$ cat src/rtl/xctcmsg_pkg.sv
// Shared types for the channel mailbox.
//   exe_stage_passthrough_t : pipeline tag carried from request to writeback
//   channel_mailbox_state_t : receive FSM states
//   channel_mailbox_entry_t : stored message layout {sender, data} at the default payload width;
//                             the FIFOs hold the same {sender, data} packing at DATA_WIDTH
package xctcmsg_pkg;

    localparam int unsigned SENDER_W       = 32;
    localparam int unsigned DEFAULT_DATA_W = 64;

    typedef logic [15:0] exe_stage_passthrough_t;

    typedef enum logic [1:0] {
        IDLE = 2'd0,
        WAIT = 2'd1,
        RESP = 2'd2
    } channel_mailbox_state_t;

    typedef struct packed {
        logic [SENDER_W-1:0]       sender;
        logic [DEFAULT_DATA_W-1:0] data;
    } channel_mailbox_entry_t;

endpackage

$ cat src/rtl/xctcmsg_channel_fifo.sv
// One mailbox channel: circular FIFO with wrapping pointers and an occupancy count.
//   clk, rst_n : clock, asynchronous active-low reset
//   push_i     : write wdata_i (caller guarantees space or a same-cycle pop)
//   pop_i      : drop the head entry (caller guarantees non-empty)
//   rdata_o    : current head entry
//   count_o    : registered occupancy 0..DEPTH
module xctcmsg_channel_fifo
    import xctcmsg_pkg::*;
#(
    parameter int unsigned DEPTH = 4,
    parameter int unsigned WIDTH = 96,
    parameter int unsigned CNT_W = $clog2(DEPTH + 1)
) (
    input  logic             clk,
    input  logic             rst_n,
    input  logic             push_i,
    input  logic             pop_i,
    input  logic [WIDTH-1:0] wdata_i,
    output logic [WIDTH-1:0] rdata_o,
    output logic [CNT_W-1:0] count_o
);

    localparam int unsigned PTR_W = (DEPTH > 1) ? $clog2(DEPTH) : 1;

    logic [WIDTH-1:0] mem_q [DEPTH];
    logic [PTR_W-1:0] wptr_q, wptr_d;
    logic [PTR_W-1:0] rptr_q, rptr_d;
    logic [CNT_W-1:0] count_q, count_d;

    // Explicit wrap so non-power-of-two depths work.
    function automatic logic [PTR_W-1:0] ptr_inc(input logic [PTR_W-1:0] p);
        return (p == PTR_W'(DEPTH - 1)) ? '0 : p + 1'b1;
    endfunction

    always_comb begin
        wptr_d  = push_i ? ptr_inc(wptr_q) : wptr_q;
        rptr_d  = pop_i  ? ptr_inc(rptr_q) : rptr_q;
        count_d = count_q;
        case ({push_i, pop_i})
            2'b10:   count_d = count_q + 1'b1;
            2'b01:   count_d = count_q - 1'b1;
            default: count_d = count_q;
        endcase
    end

    always_ff @(posedge clk or negedge rst_n) begin
        if (!rst_n) begin
            wptr_q  <= '0;
            rptr_q  <= '0;
            count_q <= '0;
        end else begin
            wptr_q  <= wptr_d;
            rptr_q  <= rptr_d;
            count_q <= count_d;
        end
    end

    // Payload storage needs no reset; empty slots are never presented as valid.
    always_ff @(posedge clk) begin
        if (push_i) begin
            mem_q[wptr_q] <= wdata_i;
        end
    end

    assign rdata_o = mem_q[rptr_q];
    assign count_o = count_q;

endmodule

$ cat src/rtl/xctcmsg_channel_mailbox.sv
// Multi-channel message mailbox with a single receive port.
//   net_*   : incoming messages {channel, sender, data}, back-pressured per channel
//   req_*   : receive requests (blocking / nonblocking) with pipeline passthrough
//   wb_*    : writeback result {value, sender, hit, passthrough}
//   flush   : cancels any in-flight receive request, stored messages are kept
//   chan_pending : per-channel non-empty flags from registered counts
module xctcmsg_channel_mailbox
    import xctcmsg_pkg::*;
#(
    parameter  int unsigned NUM_CHANNELS = 4,
    parameter  int unsigned DEPTH        = 4,
    parameter  int unsigned DATA_WIDTH   = 64,
    localparam int unsigned CH_W         = $clog2(NUM_CHANNELS)
) (
    input  logic                    clk,
    input  logic                    rst_n,
    input  logic                    flush,
    input  logic                    net_valid,
    output logic                    net_ready,
    input  logic [CH_W-1:0]         net_channel,
    input  logic [31:0]             net_sender,
    input  logic [DATA_WIDTH-1:0]   net_data,
    input  logic                    req_valid,
    output logic                    req_ready,
    input  logic [CH_W-1:0]         req_channel,
    input  logic                    req_nonblocking,
    input  exe_stage_passthrough_t  req_passthrough,
    output logic                    wb_valid,
    input  logic                    wb_ready,
    output logic [DATA_WIDTH-1:0]   wb_value,
    output logic [31:0]             wb_sender,
    output logic                    wb_hit,
    output exe_stage_passthrough_t  wb_passthrough,
    output logic [NUM_CHANNELS-1:0] chan_pending
);

    localparam int unsigned CNT_W   = $clog2(DEPTH + 1);
    localparam int unsigned ENTRY_W = 32 + DATA_WIDTH;

    channel_mailbox_state_t state_q, state_d;
    logic                   hit_q, hit_d;
    logic [CH_W-1:0]        ch_q, ch_d;
    exe_stage_passthrough_t pt_q, pt_d;

    logic [CNT_W-1:0]        count [NUM_CHANNELS];
    logic [ENTRY_W-1:0]      head  [NUM_CHANNELS];
    logic [NUM_CHANNELS-1:0] full, push, pop;
    logic [ENTRY_W-1:0]      head_sel;
    logic                    wb_hs;

    // flush overrides a same-cycle writeback handshake, so it also blocks the pop.
    assign wb_hs = (state_q == RESP) && wb_ready && !flush;

    always_comb begin
        full = '0;
        pop  = '0;
        for (int unsigned i = 0; i < NUM_CHANNELS; i++) begin
            full[i] = (count[i] == CNT_W'(DEPTH));
            pop[i]  = wb_hs && hit_q && (ch_q == CH_W'(i));
        end
    end

    // A full channel still takes a push in the cycle its head is popped.
    assign net_ready = rst_n && (!full[net_channel] || pop[net_channel]);

    always_comb begin
        push = '0;
        for (int unsigned i = 0; i < NUM_CHANNELS; i++) begin
            push[i] = net_valid && net_ready && (net_channel == CH_W'(i));
        end
    end

    for (genvar g = 0; g < NUM_CHANNELS; g++) begin : g_chan
        xctcmsg_channel_fifo #(
            .DEPTH (DEPTH),
            .WIDTH (ENTRY_W),
            .CNT_W (CNT_W)
        ) u_fifo (
            .clk     (clk),
            .rst_n   (rst_n),
            .push_i  (push[g]),
            .pop_i   (pop[g]),
            .wdata_i ({net_sender, net_data}),
            .rdata_o (head[g]),
            .count_o (count[g])
        );
        assign chan_pending[g] = (count[g] != '0);
    end

    // Channel occupancy is read from registered counts only: a message pushed
    // this cycle is seen by IDLE/WAIT one cycle later.
    always_comb begin
        state_d = state_q;
        hit_d   = hit_q;
        ch_d    = ch_q;
        pt_d    = pt_q;
        case (state_q)
            IDLE: begin
                if (req_valid && !flush) begin
                    ch_d = req_channel;
                    pt_d = req_passthrough;
                    if (count[req_channel] != '0) begin
                        state_d = RESP;
                        hit_d   = 1'b1;
                    end else if (req_nonblocking) begin
                        state_d = RESP;
                        hit_d   = 1'b0;
                    end else begin
                        state_d = WAIT;
                        hit_d   = 1'b0;
                    end
                end
            end
            WAIT: begin
                if (count[ch_q] != '0) begin
                    state_d = RESP;
                    hit_d   = 1'b1;
                end
            end
            RESP: begin
                if (wb_ready) begin
                    state_d = IDLE;
                    hit_d   = 1'b0;
                end
            end
            default: begin
                state_d = IDLE;
                hit_d   = 1'b0;
            end
        endcase
        if (flush) begin
            state_d = IDLE;
            hit_d   = 1'b0;
        end
    end

    always_ff @(posedge clk or negedge rst_n) begin
        if (!rst_n) begin
            state_q <= IDLE;
            hit_q   <= 1'b0;
            ch_q    <= '0;
            pt_q    <= '0;
        end else begin
            state_q <= state_d;
            hit_q   <= hit_d;
            ch_q    <= ch_d;
            pt_q    <= pt_d;
        end
    end

    assign head_sel       = head[ch_q];
    assign req_ready      = (state_q == IDLE) && !flush;
    assign wb_valid       = (state_q == RESP);
    assign wb_hit         = hit_q;
    assign wb_value       = (wb_valid && hit_q) ? head_sel[DATA_WIDTH-1:0] : '0;
    assign wb_sender      = (wb_valid && hit_q) ? head_sel[ENTRY_W-1:DATA_WIDTH] : '0;
    assign wb_passthrough = pt_q;

endmodule

$ cat config.mk
export PLATFORM = sky130hd
export DESIGN_NAME = xctcmsg_channel_mailbox
export DESIGN_NICKNAME = d
export VERILOG_FILES = /design/src/rtl/xctcmsg_pkg.sv /design/src/rtl/xctcmsg_channel_fifo.sv /design/src/rtl/xctcmsg_channel_mailbox.sv
export SDC_FILE = /design/constraint.sdc
export NUM_CORES = 2
export LEC_CHECK = 0
export CAP_MARGIN = 10
export CORE_MARGIN = 5
export CORE_UTILIZATION = 35
export DETAILED_ROUTE_END_ITERATION = 6
export PLACE_DENSITY = 0.5
export SLEW_MARGIN = 20
export SYNTH_ARGS = -nofsm -noshare
export SYNTH_HDL_FRONTEND = slang
export SYNTH_SLANG_ARGS = --single-unit
$ cat constraint.sdc
create_clock -name clk -period 5.46 [get_ports clk]
set_input_delay 0.546 -clock clk [delete_from_list [all_inputs] [get_ports clk]]
set_output_delay 0.546 -clock clk [all_outputs]
set_load 0.05 [all_outputs]
==> flow_summary_export.csv <==
group,metric,value,unit
global_route,grt_max_degree,97,
clock_network,cts-htree-levels,4,
global_route,grt_use_total,0.1730,
synthesis,synthCells,2576,
pwr,powerDensity,441.0,nW/um^2
floorplanning,core,171900,um^2
drt,num_vias,27980,
drt,drt-total-wl,156700,um
job,drv_cap,0,
pwr,p_leak,22.42,nW
drt,wl_per_cell,29.06,um
outcome,outcome,"completed",
worst_setup_path,r2r-end,"g_chan[3].u_fifo.mem_q[3][8]",
timing,period_minus_slack,4687,ps
synthesis,synth_edf_count,1536,
final_layout,nNetsFinal,3093,
worst_setup_path,crit_chain,"buf_12 > mux4_2 > mux2i_1 > o22ai_1 > clkdlybuf4s50_1",
synthesis,synth_seq_cells,1585,
final_layout,drive_gt1_frac,0.2489,
final_layout,fill_cells,14950,
timing,finalSetupViolations,0,
floorplanning,die_h,426.2,um
worst_setup_path,required,4910,ps
worst_setup_path,start_kind,"flop",
placed_design,gp_congestion,0.7164,
timing,finalHoldViolCount,0,
clock_network,cts_root_buf,"clkbuf_16",
global_route,grt_pass1_wl,224700,um
global_route,use_met3,0.02830,
synthesis,ys_warn_count,0,
clock_network,cts_buffers,169,
clock_network,tritoncts,"yes",
timing,maxSlewHeadroom,0.3657,
worst_setup_path,worstPathArrival,4140,ps
worst_setup_path,reg2reg_from,"ch_q[1]",
clock_network,clock-sinks,1585,
synthesis,netlist_area,60640,um^2
placed_design,io_buffers,242,
worst_setup_path,cp_slowest_cell,"clkdlybuf4s50_1",
drt,drt_iter0_markers,2221,
worst_setup_path,worst_setup_path_end_kind,"output port",
min_path,hold_class,"input port to asynchronous set/reset pin",
clock_network,worstSkewPairLatency,790,ps
floorplanning,initial_core_util,0.3527,
global_route,antenna_found_initial,18,
global_route,overflow,0,
timing,finalMaxSlewViolations,0,
worst_setup_path,timing.critical_path.slowest_cell_delay,760,ps
global_route,met2_usage,0.3049,
timing,tightest_slew,951.5,ps
floorplanning,io_pins,243,
timing,finalSetupTns,0,ps
final_layout,instances_no_fill,5392,
placed_design,placed_cells,5080,
drt,avgViaCountPerCell,5.190,
floorplanning,rows,152,
worst_setup_path,critical_path_class,"flop to output port",
clock_network,cts_resized,0,
drt,drt-pass1-iter-count,5,
synthesis,async_reset_ff_frac,0.03091,
synthesis,syn_avg_cell_area,23.54,um^2
floorplanning,die_area,181700,um^2
worst_setup_path,reg2reg_slack,1430,ps
pwr,ir_worst_vdd,0.0003259,V
global_route,grt_busiest_layer,"met2",
timing,grt_setup_unrepaired,"false",
clock_network,path_clk_slew,60,ps
worst_setup_path,critPathCapture,"wb_value[1]",
drt,drcViolationCount,0,
worst_setup_path,reg2regPathDepth,6,
worst_setup_path,crit_start,"g_chan[1].u_fifo.rptr_q[0]",
synthesis,seq_area_frac_synth,0.7809,
worst_setup_path,critPathMaxFanout,36,
synthesis,synth-main-ff-cell,"edfxtp_1",
placed_design,dp_hpwl,88480,um
floorplanning,die_x,426.2,um
timing,fin_worst_skew,24.13,ps
synthesis,synth.distinct_cells,41,
global_route,met1_usage,0.2231,
final_layout,area_delta_synth_final,18.32,%
timing,holdWs,344.8,ps
clock_network,cts_buffer_depth,3,
timing,clock.fmax,213.3,MHz
synthesis,syn_nets,2727,
drt,final_antenna_net_count,0,
timing,finalCritPeriodShare,0.8585,
global_route,grt_pass1_vias,30370,
==> metal layers <==
metal,routed length [um],part of all wire
met1,65230,0.42
met2,81640,0.52
met3,6126,0.039
met4,3629,0.023
met5,64,0.00041
==> synthesized netlist by cell type (2+ instances only) <==
| cell | count | area share |
|---|---|---|
| edfxtp_1 | 1536 | 0.76 |
| mux4_2 | 385 | 0.14 |
| mux2i_1 | 195 | 0.032 |
| o22ai_1 | 96 | 0.0099 |
| clkbuf_1 | 70 | 0.0043 |
| dfrtp_1 | 49 | 0.020 |
| buf_2 | 44 | 0.0036 |
| mux2_2 | 32 | 0.0059 |
| ha_1 | 24 | 0.0050 |
| inv_1 | 24 | 0.0015 |
| buf_1 | 18 | 0.0011 |
| and2_1 | 17 | 0.0018 |
| nor2_1 | 17 | 0.0011 |
| xor2_1 | 10 | 0.0014 |
| nand2_1 | 6 | 0.00037 |
| o21ai_0 | 6 | 0.00050 |
| fa_1 | 4 | 0.0013 |
| nand4_1 | 4 | 0.00041 |
| nor2b_1 | 4 | 0.00041 |
| xnor2_1 | 4 | 0.00058 |
| nand3_1 | 3 | 0.00025 |
| or3_4 | 3 | 0.00056 |
| a21oi_1 | 2 | 0.00017 |
| nand2b_1 | 2 | 0.00021 |
| nand3b_1 | 2 | 0.00025 |
| nor3_1 | 2 | 0.00017 |
| nor3b_1 | 2 | 0.00025 |
| o41ai_1 | 2 | 0.00029 |
==> flip-flops by register name, indices dropped and copies added, names as in the netlist <==
name	flops
g_chan.u_fifo.mem_q	1536
g_chan.u_fifo.wptr_q	8
g_chan.u_fifo.count_o	12
state_q	2
g_chan.u_fifo.rptr_q	8
wb_hit	1
ch_q	2
wb_passthrough	16
==> kinds of logic (layout without fill, tap and decap cells) <==
kind of cell	after synthesis	after routing	synth area share
flip-flops	1585	1585	0.7809
buffers and inverters	158	656	0.01087
adder cells (fa/ha/maj)	28	28	0.006273
AND/OR/NAND/NOR	69	69	0.006912
other	0	8	0
XOR/XNOR	14	14	0.002022
AO/OA/AOI/OAI	109	109	0.01145
multiplexers	613	613	0.1816
==> final cells by class <==
cell class,instances,area (um^2),share of cell area
Sequential cell,1585,47380,0.6604
Multi-Input combinational cell,833,12680,0.1768
Clock buffer,215,4487,0.06254
Timing Repair Buffer,329,3456,0.04817
Tap cell,2310,2890,0.04028
Clock inverter,88,734.5,0.01024
Inverter,24,90.09,0.001256
Antenna cell,8,20.02,0.0002790
==> stage by stage <==
step | power, mW | instance area (um^2) | util | worst slack, ps
after floorplan | 18.72 | 60640 | - | 1038
after global placement | 21.11 | 66470 | 0.3866 | 1291
after detailed placement | 21.21 | 66500 | 0.3868 | 1211
after CTS | 32.17 | 71730 | 0.4172 | 596.5
after global routing | 32.98 | 71730 | 0.4172 | 592.1
final | 31.64 | 71750 | 0.4173 | 772.7
==> power by group <==
| part | total (mW) | internal [mW] | switching [mW] |
|---|---|---|---|
| Combinational | 6.38 | 2.86 | 3.51 |
| Sequential | 14.4 | 13.8 | 0.523 |
| Clock | 10.9 | 6.27 | 4.63 |
==> cell usage in the layout, fill, tap and decap left out, types with 6 or more instances in the layout <==
| master | synthesis | routed |
|---|---|---|
| edfxtp_1 | 1536 | 1536 |
| mux4_2 | 385 | 385 |
| clkdlybuf4s50_1 | 0 | 241 |
| mux2i_1 | 195 | 195 |
| clkbuf_16 | 0 | 173 |
| o22ai_1 | 96 | 96 |
| buf_4 | 1 | 56 |
| clkbuf_1 | 70 | 42 |
| dfrtp_1 | 49 | 40 |
| clkinv_1 | 0 | 36 |
| mux2_2 | 32 | 32 |
| buf_12 | 0 | 29 |
| clkinv_2 | 0 | 27 |
| inv_1 | 24 | 24 |
| ha_1 | 24 | 24 |
| nor2_1 | 17 | 17 |
| and2_4 | 0 | 16 |
| xor2_1 | 10 | 10 |
| bufinv_16 | 0 | 10 |
| dfrtp_4 | 0 | 9 |
| diode_2 | 0 | 8 |
| nand2_1 | 6 | 6 |
| o21ai_0 | 6 | 6 |
==> worst max-delay path, delay by kind of cell (launching register included) <==
family,cells,cell delay [ps]
flip-flops,1,750
buffers and inverters,2,1170
multiplexers,2,1170
AO/OA/AOI/OAI,1,190
==> what timing repair did <==
| action | in CTS | in global routing |
|---|---|---|
| hold buffers | 1 | 0 |
| setup buffers | 0 | 0 |
| endpoints found under the setup margin | 0 | 0 |
| hold endpoints to repair | 19 | 0 |
==> worst min path at each step <==
stage,start,endpoint,slack (ps),cells past startpoint
detailed placement,g_chan[0].u_fifo.count_o[0],g_chan[0].u_fifo.count_o[0],490,1
floorplan,rst_n,ch_q[0],250,0
CTS,rst_n,g_chan[2].u_fifo.wptr_q[1],310,2
global placement,g_chan[0].u_fifo.count_o[2],g_chan[0].u_fifo.count_o[2],480,1
finish,rst_n,g_chan[1].u_fifo.count_o[2],340,2
global route,req_passthrough[14],wb_passthrough[14],340,2
Power figures use the tool's default switching activity.
